## src/rtl/muldiv_seq_if.sv

```systemverilog
// Request/response and shared-ALU signals between the EX stage and the
// multi-cycle MUL/DIVU/REMU sequencer.
interface muldiv_seq_if #(
    parameter int XLEN = 32
);
    logic            start;
    logic [1:0]      op;
    logic [XLEN-1:0] a;
    logic [XLEN-1:0] b;
    logic            busy;
    logic            done;
    logic [XLEN-1:0] result;
    logic [XLEN-1:0] alu_srca;
    logic [XLEN-1:0] alu_srcb;
    logic [3:0]      alu_ctrl;
    logic [XLEN-1:0] alu_result;

    modport slave (
        input  start, op, a, b, alu_result,
        output busy, done, result, alu_srca, alu_srcb, alu_ctrl
    );

    modport master (
        output start, op, a, b, alu_result,
        input  busy, done, result, alu_srca, alu_srcb, alu_ctrl
    );
endinterface

```

## src/rtl/muldiv_seq.sv

```systemverilog
// Multi-cycle unsigned MUL (low word), DIVU and REMU built on the shared ALU:
// shift-add multiply and restoring divide, one ALU operation per cycle.
module muldiv_seq #(
    parameter int XLEN  = 32,
    parameter int CNT_W = 5
) (
    input  logic          clk,
    input  logic          reset,
    muldiv_seq_if.slave   bus
);

    typedef enum logic [2:0] {
        S_IDLE,
        S_MUL,
        S_DIV_CMP,
        S_DIV_SUB,
        S_DONE
    } state_t;

    localparam logic [3:0] ALU_ADD = 4'b0000;
    localparam logic [3:0] ALU_SUB = 4'b0001;
    localparam logic [3:0] ALU_GEU = 4'b1010;
    localparam logic [1:0] OP_MUL  = 2'b00;
    localparam logic [1:0] OP_DIVU = 2'b01;
    localparam logic [1:0] OP_REMU = 2'b10;

    state_t          state_q, state_d;
    logic [CNT_W-1:0] cnt_q, cnt_d;
    logic [XLEN-1:0] acc_q, acc_d;
    logic [XLEN-1:0] mcand_q, mcand_d;
    logic [XLEN-1:0] mplier_q, mplier_d;
    logic [XLEN-1:0] rem_q, rem_d;
    logic [XLEN-1:0] quo_q, quo_d;
    logic [XLEN-1:0] div_q, div_d;
    logic [XLEN-1:0] sh_q, sh_d;
    logic            ge_q, ge_d;
    logic            is_rem_q, is_rem_d;
    logic [XLEN-1:0] result_q, result_d;

    logic [XLEN-1:0] sh_w;
    logic            last_iter;

    assign sh_w      = {rem_q[XLEN-2:0], quo_q[XLEN-1]};
    assign last_iter = (cnt_q == CNT_W'(XLEN - 1));

    always_ff @(posedge clk or posedge reset) begin
        if (reset) begin
            state_q  <= S_IDLE;
            cnt_q    <= '0;
            acc_q    <= '0;
            mcand_q  <= '0;
            mplier_q <= '0;
            rem_q    <= '0;
            quo_q    <= '0;
            div_q    <= '0;
            sh_q     <= '0;
            ge_q     <= 1'b0;
            is_rem_q <= 1'b0;
            result_q <= '0;
        end else begin
            state_q  <= state_d;
            cnt_q    <= cnt_d;
            acc_q    <= acc_d;
            mcand_q  <= mcand_d;
            mplier_q <= mplier_d;
            rem_q    <= rem_d;
            quo_q    <= quo_d;
            div_q    <= div_d;
            sh_q     <= sh_d;
            ge_q     <= ge_d;
            is_rem_q <= is_rem_d;
            result_q <= result_d;
        end
    end

    always_comb begin
        state_d      = state_q;
        cnt_d        = cnt_q;
        acc_d        = acc_q;
        mcand_d      = mcand_q;
        mplier_d     = mplier_q;
        rem_d        = rem_q;
        quo_d        = quo_q;
        div_d        = div_q;
        sh_d         = sh_q;
        ge_d         = ge_q;
        is_rem_d     = is_rem_q;
        result_d     = result_q;
        bus.alu_srca = '0;
        bus.alu_srcb = '0;
        bus.alu_ctrl = ALU_ADD;

        case (state_q)
            S_IDLE: begin
                if (bus.start) begin
                    cnt_d = '0;
                    case (bus.op)
                        OP_MUL: begin
                            acc_d    = '0;
                            mcand_d  = bus.a;
                            mplier_d = bus.b;
                            state_d  = S_MUL;
                        end
                        OP_DIVU, OP_REMU: begin
                            rem_d    = '0;
                            quo_d    = bus.a;
                            div_d    = bus.b;
                            is_rem_d = (bus.op == OP_REMU);
                            state_d  = S_DIV_CMP;
                        end
                        default: begin
                            result_d = '0;
                            state_d  = S_DONE;
                        end
                    endcase
                end
            end

            S_MUL: begin
                bus.alu_srca = acc_q;
                bus.alu_srcb = mplier_q[0] ? mcand_q : '0;
                bus.alu_ctrl = ALU_ADD;
                acc_d        = bus.alu_result;
                mcand_d      = mcand_q << 1;
                mplier_d     = mplier_q >> 1;
                cnt_d        = cnt_q + CNT_W'(1);
                if (last_iter) begin
                    result_d = bus.alu_result;
                    state_d  = S_DONE;
                end
            end

            // A set rem MSB means the 33-bit shifted remainder beats any divisor.
            S_DIV_CMP: begin
                bus.alu_srca = sh_w;
                bus.alu_srcb = div_q;
                bus.alu_ctrl = ALU_GEU;
                ge_d         = rem_q[XLEN-1] | bus.alu_result[0];
                sh_d         = sh_w;
                state_d      = S_DIV_SUB;
            end

            S_DIV_SUB: begin
                bus.alu_srca = sh_q;
                bus.alu_srcb = ge_q ? div_q : '0;
                bus.alu_ctrl = ALU_SUB;
                rem_d        = bus.alu_result;
                quo_d        = {quo_q[XLEN-2:0], ge_q};
                cnt_d        = cnt_q + CNT_W'(1);
                if (last_iter) begin
                    result_d = is_rem_q ? bus.alu_result : quo_d;
                    state_d  = S_DONE;
                end else begin
                    state_d  = S_DIV_CMP;
                end
            end

            S_DONE: begin
                state_d = S_IDLE;
            end

            default: begin
                state_d = S_IDLE;
            end
        endcase
    end

    assign bus.busy   = (state_q != S_IDLE);
    assign bus.done   = (state_q == S_DONE);
    assign bus.result = result_q;

endmodule

```

## src/flat_wrapper.sv

```systemverilog
// flat-port wrapper written by rule: the top's interface ports become plain ports
module muldiv_seq_flat 
#(
    parameter int XLEN  = 32,
    parameter int CNT_W = 5
)
  (clk, reset, bus_start, bus_op, bus_a, bus_b, bus_alu_result, bus_busy, bus_done, bus_result, bus_alu_srca, bus_alu_srcb, bus_alu_ctrl);
  muldiv_seq_if #(.XLEN(XLEN)) bus_i ();
  input  logic clk;
  input  logic reset;
  input wire logic [$bits(bus_i.start)-1:0] bus_start;
  input wire logic [$bits(bus_i.op)-1:0] bus_op;
  input wire logic [$bits(bus_i.a)-1:0] bus_a;
  input wire logic [$bits(bus_i.b)-1:0] bus_b;
  input wire logic [$bits(bus_i.alu_result)-1:0] bus_alu_result;
  output wire logic [$bits(bus_i.busy)-1:0] bus_busy;
  output wire logic [$bits(bus_i.done)-1:0] bus_done;
  output wire logic [$bits(bus_i.result)-1:0] bus_result;
  output wire logic [$bits(bus_i.alu_srca)-1:0] bus_alu_srca;
  output wire logic [$bits(bus_i.alu_srcb)-1:0] bus_alu_srcb;
  output wire logic [$bits(bus_i.alu_ctrl)-1:0] bus_alu_ctrl;
  assign bus_i.start = bus_start;
  assign bus_i.op = bus_op;
  assign bus_i.a = bus_a;
  assign bus_i.b = bus_b;
  assign bus_i.alu_result = bus_alu_result;
  assign bus_busy = bus_i.busy;
  assign bus_done = bus_i.done;
  assign bus_result = bus_i.result;
  assign bus_alu_srca = bus_i.alu_srca;
  assign bus_alu_srcb = bus_i.alu_srcb;
  assign bus_alu_ctrl = bus_i.alu_ctrl;
  muldiv_seq #(.XLEN(XLEN), .CNT_W(CNT_W)) u_core (.clk(clk), .reset(reset), .bus(bus_i));
endmodule
```

## config.mk

```make
export PLATFORM = sky130hd
export DESIGN_NAME = muldiv_seq_flat
export DESIGN_NICKNAME = d
export VERILOG_FILES = /design/src/rtl/muldiv_seq_if.sv /design/src/rtl/muldiv_seq.sv /design/src/flat_wrapper.sv
export SDC_FILE = /design/constraint.sdc
export NUM_CORES = 1
export LEC_CHECK = 0
export CORE_MARGIN = 2
export CORE_UTILIZATION = 50
export CTS_CLUSTER_DIAMETER = 30
export DETAILED_ROUTE_END_ITERATION = 12
export HOLD_SLACK_MARGIN = 0.05
export PLACE_DENSITY = 0.75
export SYNTH_ARGS = -nofsm -noshare
export SYNTH_HDL_FRONTEND = slang
export SYNTH_SLANG_ARGS = --single-unit
```

## constraint.sdc

```tcl
create_clock -name clk -period 15.33 [get_ports clk]
set_clock_uncertainty 0.1 [all_clocks]
set_input_delay 3.066 -clock clk [delete_from_list [all_inputs] [get_ports clk]]
set_output_delay 3.066 -clock clk [all_outputs]
set_load 0.05 [all_outputs]
```

==> flow_summary.yaml <==
worst_setup_path:
  crit_path_frequent_cell: "buf_4"
  crit_slowest_cell: "clkdlybuf4s50_1"
  start_kind: "flip-flop"
  critPathMaxFanout: 37
  endpoint_kind: "output pin"
  crit_family: "buffers and inverters"
  worstPathCellList: "buf_4 > nor2b_2 > buf_4 > a22oi_1 > nor2_1 > clkdlybuf4s50_1"
  required_ps: 12160
  cp_num_buf_inv: 3
  slowest_delay_ps: 810
  critical_path_class: "flip-flop to output pin"
  cp.arrival_ps: 3550
logic_synthesis:
  yosys-top-cells-area: "dfrtp_1 53%, mux2_2 23%, a22o_1 6.9%"
  synth_simple_gate_area_share_pct: 3.24
  synth.mux.area_fraction_pct: 28.2
  ys_seq_elements: 266
  ys_seq_area_share_pct: 52.6
  synth_top_family_by_area: "multiplexers"
  syn_area_um2: 12700
  yosysTopAreaCellShare_pct: 52.6
  postSynthAreaPerCell_um2: 13.7
  yosysUniqueCellTypes: 40
  synth_xor_area_share_pct: 0
  synth_top_cell_by_area: "dfrtp_1"
  synth-compound-area-share_pct: 11.7
  synth_fp_nets: 1030
  yosys.area_share.adder_pct: 0.593
  ys_warn_count: 0
  syn_inst: 923
cells_and_area:
  diodes: 0
  multi_input_area_um2: 5560
  drive_above_1_share_pct: 33.4
  seq_area_um2: 6660
  nFillCells: 1811
  syn_to_final_growth_pct: 32.2
  fin_nets: 1224
place:
  dp.final_hpwl_um: 20300
  io_buffers: 201
  gp_congestion: 0.796
route:
  route.vias.total: 8568
  firstDrtPassIters: 4
  drtIter0Drc: 605
  routedWlPerCell_um: 21.2
  antenna_left: 0
  totalWireLength_um: 31700
  viasPerCell: 5.75
  drc: 0
sta:
  maxSlewViolCount: 0
  finalCritPeriodShare_pct: 43.8
  rsz0062_at_grt: "no"
  period_needed_ps: 6710
  hold_viol_final: 0
  slew_headroom_pct: 21.3
  tightest_slew_ps: 1180
  fmax_mhz: 149
  setup_tns_ps: 0
  setup_viol_count_final: 0
global_route:
  grt_pass1_vias: 8770
  grt_busiest_layer: "met2"
  met2_usage_pct: 37.2
  globalRoute.totalOverflow: 0
  met3_usage_pct: 4.57
  grt_max_degree: 112
  grt_pass1_wl_um: 50100
  grt_antenna_before_repair: 0
  grt_usage_pct: 24.1
  use_met1_pct: 35.1
die:
  dieWidth_um: 163
  ios: 203
  die_h_um: 163
  dieArea_um2: 26600
  core_area_um2: 25000
  start_util_pct: 50.6
  rows: 58
clocking:
  cts_hold_buffers: 0
  cts_buffers: 54
  htree_levels: 2
  clk-insertion-delay-late_ps: 540
  post_cts_buffers: 0
  cts.reportedPaths.clkPinSlew_ps: 50
  ctsResizeCount: 0
  clockBufferDepth: 3
  cts_root_buf: "clkbuf_16"
  cts.sinks: 266
  cts_tree: "yes"
pwr:
  peakVddDrop_mv: 0.150
  power_density_nw_per_um2: 232
  fin_total_pwr_mw: 3.87
  p_leak_nw: 7.15
min_path:
  min_path_type: "flip-flop to flip-flop"
run:
  cap_violations: 0
run_status:
  status: "finished clean"
[layout make-up]
cell class	count	share of cell area, %
Sequential cell	266	39.8
Multi-Input combinational cell	573	33.2
Clock inverter	32	2.73
Tap cell	330	2.47
Timing Repair Buffer	217	12.7
Clock buffer	68	8.88
Inverter	5	0.157
[worst register-to-register path: stages, from the launching register on]
cell	delay (ps)
dfrtp_2	640
buf_4	460
nor3b_4	430
buf_4	390
buf_4	760
mux2_2	450
mux2_1	290
[path summary, 6_finish.rpt]
path / slack, ps / to / startpoint / cells after the start
max: 8620 / bus_alu_srca[30] / u_core.state_q[1] / 6
min: 380 / u_core.mplier_q[30] / u_core.mplier_q[30] / 1
max reg2reg: 11690 / u_core.mplier_q[28] / u_core.state_q[0] / 6
min reg2reg: 380 / u_core.mplier_q[30] / u_core.mplier_q[30] / 1
max in group asynchronous: 10610 / u_core.mcand_q[2] / reset / 3
min in group asynchronous: 2980 / u_core.sh_q[24] / reset / 2
[routing by layer]
metal | wire, um | share of wire (%) | vias up
li1 | - | - | 3872
met1 | 14800 | 47 | 4400
met2 | 14800 | 47 | 248
met3 | 1570 | 5.0 | 48
met4 | 502 | 1.6 | 0
met5 | 0 | 0 | -
[sequential cells by signal, indices dropped and copies added, names as in the netlist]
signal / flops
u_core.div_q: 32
u_core.mcand_q: 32
u_core.is_rem_q: 1
u_core.quo_q: 32
u_core.acc_q: 32
u_core.cnt_q: 5
u_core.state_q: 3
u_core.ge_q: 1
u_core.bus.result: 32
u_core.mplier_q: 32
u_core.rem_q: 32
u_core.sh_q: 32
[per-stage QoR]
stage / util [%] / std cells / hold WS [ps] / area, um^2 / worst slack (ps)
finish: 66.8 / 1491 / 382 / 16700 / 8620
global route: 66.8 / 1491 / 400 / 16700 / 8420
CTS: 66.8 / 1491 / 382 / 16700 / 8600
detailed placement: 59.1 / 1391 / 372 / 14800 / 9190
global placement: 59.1 / 1391 / 361 / 14800 / 9280
floorplan: - / 923 / 352 / 12700 / 4840
[Yosys cell counts (all sizes together)]
master   count
o2bb2ai     32
o22ai        1
a21o         2
nor2        37
nand3        1
inv          4
nor3b        4
clkbuf      26
and3         1
ha           6
or4          1
a22oi       32
or2          1
nand3b       2
nor3         2
nor2b        7
or3          2
nand2        6
nand4bb      2
conb         1
a22o       100
mux2i       32
nor4         1
o211ai       1
a21oi        6
nand2b       3
buf         53
dfrtp      266
clkinv       1
mux2       288
a2bb2oi      1
o21bai       1
[where the power goes]
part,internal (mW),switching [mW],total (mW)
Sequential,0.996,0.208,1.20
Clock,0.852,0.379,1.23
Combinational,0.660,0.779,1.44
[kinds of logic (layout without fill, tap and decap cells)]
| logic type | after synthesis | count (layout) |
|---|---|---|
| AO/OA/AOI/OAI | 176 | 176 |
| adder cells (fa/ha/maj) | 6 | 6 |
| buffers and inverters | 84 | 322 |
| flip-flops | 266 | 266 |
| multiplexers | 320 | 320 |
| other | 1 | 1 |
| AND/OR/NAND/NOR | 70 | 70 |
[placed cells by master, fill, tap and decap left out, types with 10 or more instances in the layout]
master / n
a22o_1: 100
a22oi_1: 32
dfrtp_1: 263
nor2_1: 37
mux2_1: 24
mux2_2: 264
clkbuf_16: 55
o2bb2ai_1: 32
clkdlybuf4s50_1: 201
buf_4: 16
bufinv_16: 10
mux2i_1: 32
No activity file was read; power rests on OpenSTA's default activity.
